--- src/rtl/keyboard_input_decoder.sv ---
// PS/2 keyboard receiver: synchronises the raw PS/2 lines, frames bytes
// (start, 8 data LSB first, parity, stop) and tracks the A, D and Space keys.
//
// Ports:
//   clk, resetn            system clock, async active-low reset
//   ps2_clk, ps2_data      raw PS/2 lines (asynchronous to clk)
//   aPressed, dPressed     A (0x1C) / D (0x23) held
//   firePressed            Space (0x29) held
//   byteValid, byteOut     one-cycle strobe with the accepted byte
//   frameErr               one-cycle strobe per rejected/abandoned frame
//
// Build option: define PS2_PARITY_CHECK_EN to reject frames whose
// data plus parity bits do not have odd parity.
module keyboard_input_decoder #(
    parameter int TIMEOUT_CYCLES = 50000
) (
    input  logic       clk,
    input  logic       resetn,
    input  logic       ps2_clk,
    input  logic       ps2_data,
    output logic       aPressed,
    output logic       dPressed,
    output logic       firePressed,
    output logic       byteValid,
    output logic [7:0] byteOut,
    output logic       frameErr
);
    localparam int CW = $clog2(TIMEOUT_CYCLES + 1);
    localparam logic [CW-1:0] LIMIT = CW'(TIMEOUT_CYCLES - 1);

    typedef enum logic [1:0] {IDLE, DATA, PARITY, STOP} state_t;

    state_t        state, state_nx;
    logic          c_s1, c_s2, c_prev;
    logic          d_s1, d_s2;
    logic          fall;
    logic [2:0]    bit_cnt;
    logic [7:0]    shreg;
    logic          par_bit;
    logic [CW-1:0] idle_cnt;
    logic          brk_pend, ext_pend;
    logic          parity_ok;
    logic          accept, reject, timeout;

    always_ff @(posedge clk or negedge resetn) begin
        if (!resetn) begin
            c_s1   <= 1'b1;
            c_s2   <= 1'b1;
            c_prev <= 1'b1;
            d_s1   <= 1'b1;
            d_s2   <= 1'b1;
        end else begin
            c_s1   <= ps2_clk;
            c_s2   <= c_s1;
            c_prev <= c_s2;
            d_s1   <= ps2_data;
            d_s2   <= d_s1;
        end
    end

    assign fall = c_prev & ~c_s2;

`ifdef PS2_PARITY_CHECK_EN
    assign parity_ok = ^{shreg, par_bit};
`else
    // Parity bit is captured but deliberately has no effect.
    assign parity_ok = par_bit | ~par_bit;
`endif

    always_ff @(posedge clk or negedge resetn) begin
        if (!resetn) state <= IDLE;
        else         state <= state_nx;
    end

    always_comb begin
        state_nx = state;
        accept   = 1'b0;
        reject   = 1'b0;
        timeout  = 1'b0;
        // idle_cnt == LIMIT with no edge now means TIMEOUT_CYCLES quiet cycles.
        if (state != IDLE && !fall && idle_cnt == LIMIT) begin
            state_nx = IDLE;
            timeout  = 1'b1;
        end else if (fall) begin
            unique case (state)
                IDLE:    if (!d_s2) state_nx = DATA;
                DATA:    if (bit_cnt == 3'd7) state_nx = PARITY;
                PARITY:  state_nx = STOP;
                STOP: begin
                    state_nx = IDLE;
                    if (d_s2 && parity_ok) accept = 1'b1;
                    else                   reject = 1'b1;
                end
                default: state_nx = IDLE;
            endcase
        end
    end

    always_ff @(posedge clk or negedge resetn) begin
        if (!resetn) begin
            bit_cnt     <= '0;
            shreg       <= '0;
            par_bit     <= 1'b0;
            idle_cnt    <= '0;
            brk_pend    <= 1'b0;
            ext_pend    <= 1'b0;
            aPressed    <= 1'b0;
            dPressed    <= 1'b0;
            firePressed <= 1'b0;
            byteValid   <= 1'b0;
            byteOut     <= '0;
            frameErr    <= 1'b0;
        end else begin
            byteValid <= accept;
            frameErr  <= reject | timeout;

            if (state_nx == IDLE || fall)
                idle_cnt <= '0;
            else if (idle_cnt != LIMIT)
                idle_cnt <= idle_cnt + 1'b1;

            if (fall && state == IDLE)
                bit_cnt <= '0;
            if (fall && state == DATA) begin
                shreg   <= {d_s2, shreg[7:1]};
                bit_cnt <= bit_cnt + 1'b1;
            end
            if (fall && state == PARITY)
                par_bit <= d_s2;

            if (accept) begin
                byteOut <= shreg;
                if (shreg == 8'hF0) begin
                    brk_pend <= 1'b1;
                end else if (shreg == 8'hE0) begin
                    ext_pend <= 1'b1;
                end else begin
                    // Extended codes share numbers with our keys; skip them.
                    if (!ext_pend) begin
                        case (shreg)
                            8'h1C:   aPressed    <= ~brk_pend;
                            8'h23:   dPressed    <= ~brk_pend;
                            8'h29:   firePressed <= ~brk_pend;
                            default: ;
                        endcase
                    end
                    brk_pend <= 1'b0;
                    ext_pend <= 1'b0;
                end
            end
        end
    end
endmodule

--- config.mk ---
export PLATFORM = sky130hd
export DESIGN_NAME = keyboard_input_decoder
export DESIGN_NICKNAME = d
export VERILOG_FILES = /design/src/rtl/keyboard_input_decoder.sv
export SDC_FILE = /design/constraint.sdc
export NUM_CORES = 1
export LEC_CHECK = 0
export CORE_ASPECT_RATIO = 0.9
export CORE_UTILIZATION = 30
export DETAILED_ROUTE_END_ITERATION = 10
export DONT_BUFFER_PORTS = 1
export SLEW_MARGIN = 5
export SYNTH_ARGS = -nofsm -noshare
export SYNTH_HDL_FRONTEND = slang
export SYNTH_SLANG_ARGS = --single-unit
--- constraint.sdc ---
create_clock -name clk -period 3.3 [get_ports clk]
set_clock_uncertainty 0.1 [all_clocks]
set_input_delay 0.495 -clock clk [delete_from_list [all_inputs] [get_ports clk]]
set_output_delay 0.495 -clock clk [all_outputs]
set_load 0.02 [all_outputs]
==> impl.org <==
** Clock network
- The clock drives 49 sinks.
- TritonCTS built the clock tree.
- Buffers inserted during clock tree synthesis total 5.
- Post-cts sizing count :: 0
- Clock transition at the register clock pins on the worst setup and hold paths after CTS :: roughly 0.090 ns
- CTS built an H-tree with a depth of 2.
- For the worst-skew pair, the clock arrives at the later sink with an insertion delay of ~0.30 ns.
- Number of buffers on the longest clock path :: 2
- Buffer type at the clock tree root :: clkbuf_8

** STA
- Setup slack closes at 1.34 ns.
- The max-slew violation total from the final report came to 0.
- Measured against its own limit, the worst slew margin works out to 0.592.
- For the pin with the worst max-slew slack, the measured transition is 0.612 ns.
- Summed over all failing endpoints, the final setup total negative slack is 0 ns.
- Final number of setup-violating endpoints :: 0
- Min Tclk post-route :: just under 2 ns
- Hold violation total from the final report :: 0
- Setup repair after global routing left no endpoint under its margin.
- In the finished design, the share of the clock period the worst path needs comes to 0.594.
- Static timing analysis puts the maximum clock frequency at just over 500 MHz.
- Fin Hold WS :: 0.0945 ns

** Floorplan
- Total Die Area :: 7590 µm²
- Core area :: just over 7000 µm²
- Effective utilization at floorplan :: 0.309
- Num ports :: 17
- Std-Cell Rows :: 29
- The floorplan step set the die height to approximately 83 µm.
- Measured along the x axis, the die boundary spans 91.7 µm.

** Layout
- With fillers left out, the area of the finished cells amounts to roughly 2400 µm².
- Summing all multi-input logic gate instances after layout gives roughly 850 µm².
- Proportion of layout cells with a drive suffix above 1 :: 0.190
- Area added between synthesis and finish :: 9.10%
- Leaving out fill and tap cells, the most frequent cell in the layout is dfrtp_1.
- The top cell types in the final layout, fill and taps aside, are dfrtp_1, nor2_1, mux2_2.
- Layout Nets :: around 190
- Once layout is complete, the utilization of the core stands at 0.337.
- Fill cell count :: between 700 and 800
- Storage element area :: ~1200 µm²
- 0 antenna diodes ended up in the layout.

** Placed design
- The placed instances occupy a cell area of 2230 µm².
- Final RePlAce weighted congestion :: roughly 0.76
- Post-detailed-placement half-perimeter wirelength :: 2400 µm
- At the placement stage, the worst setup path has a slack of 1.37 ns.
- Input and output buffers added on the ports amount to 0.

** Pwr
- The analysis attributes to cell leakage a power of between 1 and 1.5 nW.
- Across the VDD grid, the largest voltage drop is around 0.00022 V.
- Total power density per cell area :: approximately 570 nW/µm²

** Detailed routing
- Detailed-route wire length per cell :: about 13 µm
- The first TritonRoute pass finished after 4 iterations.
- The routed layout has 1,315 vias.
- Wires add up to ~3600 µm.
- After the first detailed-routing iteration, the DRC count stood at just over 70.
- The detail route stage leaves a number of antenna-violating nets equal to 0.
- Vias per std cell :: around 4.7
- In the routed design, unresolved DRC markers number 0.

** Yosys
- The number of nets in the synthesized netlist is between 150 and 200.
- Synth Cell Area :: roughly 2200 µm²
- Biggest area consumer among synthesized cells :: dfrtp_1
- Syn avg cell area :: between 10 and 15 µm²
- By area the synthesized netlist is led by dfrtp_1, mux2_2, dfstp_2.
- Ys async rst share :: 1.00
- The share of the Yosys chip area taken by registers is 0.567.
- Of the post-synthesis cell area, the dominant cell type holds 0.507.
- After synthesis, the netlist uses 40 different library cells.
- Number of flip-flops and latches in the synthesized netlist :: about 50
- Yosys mapped a number of flops with a built-in enable equal to 0.
- For this run, the number of Yosys warnings is 0.
- Synthesis handed over a netlist of 183 instances.
- Main flop type after synthesis :: dfrtp_1

** Global routing
- Pin count of the biggest net entering global routing :: 50
- Antenna violations before repair :: 0
- The first global-routing pass estimated between 6000 and 7000 µm of wire.
- Summed over all layers, the global routing overflow is 0.
- Across every metal layer, demand over resource in global routing totals 0.103.
- The number of global-route vias before repair came to 1,260.

** Worst setup path
- Data arrives at the worst endpoint at a little over 2 ns.
- The critical path is of the reg -> reg type.
- Critical Path Source Type :: register
- Critical Path RT :: 3.38 ns
- In this run the worst path has a maximum fanout of 16.
- STA classifies the critical path endpoint as a register.

** Hold path
- Class of the tightest hold or removal check :: in -> reg

** Status
- Status :: finished clean

** Flow run
- Reported max-cap violation count :: 0
logic make-up after synthesis:
kind of cell | share of synthesized area
buffers and inverters | 0.0397
AOI/OAI and AO/OA | 0.0346
adders and majority gates | 0.0173
and+or+nand+nor | 0.182
DFF | 0.567
xor gates and xnor gates | 0.0524
muxes | 0.107
state kept, by name, indices dropped and copies added (netlist names):
signal       cells
aPressed         1
c_s1             1
ext_pend         1
d_s1             1
idle_cnt        16
state            2
d_s2             1
byteValid        1
brk_pend         1
shreg            8
frameErr         1
bit_cnt          3
byteOut          8
firePressed      1
dPressed         1
c_s2             1
c_prev           1
metrics by stage:
step | power [mW] | std cells
after floorplan | 0.904 | 183
after global placement | 0.932 | 268
after detailed placement | 0.939 | 268
after CTS | 1.37 | 277
after global routing | 1.44 | 277
final | 1.35 | 277
final timing paths:
path | start | end | slack, ns | cells after the start
max reg2reg | c_prev$_DFF_PN1_ | firePressed$_DFFE_PN0P_ | 1.34 | 4
max in group asynchronous | resetn | c_s1$_DFF_PN1_ | 2.22 | 2
min in group asynchronous | resetn | dPressed$_DFFE_PN0P_ | 0.59 | 2
max | c_prev$_DFF_PN1_ | firePressed$_DFFE_PN0P_ | 1.34 | 4
min | ps2_data | d_s1$_DFF_PN1_ | 0.09 | 0
min reg2reg | c_s1$_DFF_PN1_ | c_s2$_DFF_PN1_ | 0.26 | 0
synth_stat cells (4+ instances only):
cell     instances
a21oi_1          6
dfrtp_1         44
dfstp_2          5
inv_1            7
mux2_2          17
mux2i_1          4
nand2_1          9
nand3_1          6
nand4_1         11
nor2_1          20
xnor2_1          7
xor2_1           6
power by group:
group	total [mW]	switching, mW	internal, mW
Clock	0.409	0.189	0.220
Sequential	0.772	0.0953	0.677
Combinational	0.168	0.0801	0.0878
Total	1.35	0.364	0.985
final cells by class:
| cell class | count | area share |
|---|---|---|
| well taps | 93 | 0.0491 |
| multi-input cells | 119 | 0.360 |
| flip-flops and latches | 49 | 0.520 |
| clock inverters | 2 | 0.0148 |
| clock buffers | 5 | 0.0290 |
| inverters | 7 | 0.0111 |
| repair buffers | 2 | 0.0158 |
layer usage:
layer	GRT usage	part of all wire
met5	0	0
met4	0.0375	0.0061
met3	0.0275	0.027
met2	0.146	0.42
met1	0.150	0.55
critical path, cell delays in order (launching register included):
cell	delay (ns)
dfstp_2	0.53
nor2b_2	0.19
and4_1	0.62
nand4_1	0.24
mux2i_1	0.17
what timing repair did:
action / CTS / global route
hold buffers: 2 / 0
buffers inserted: 0 / 0
endpoints found under the setup margin: 0 / 0
hold endpoints to repair: 49 / 0
Power figures use the tool's default switching activity.
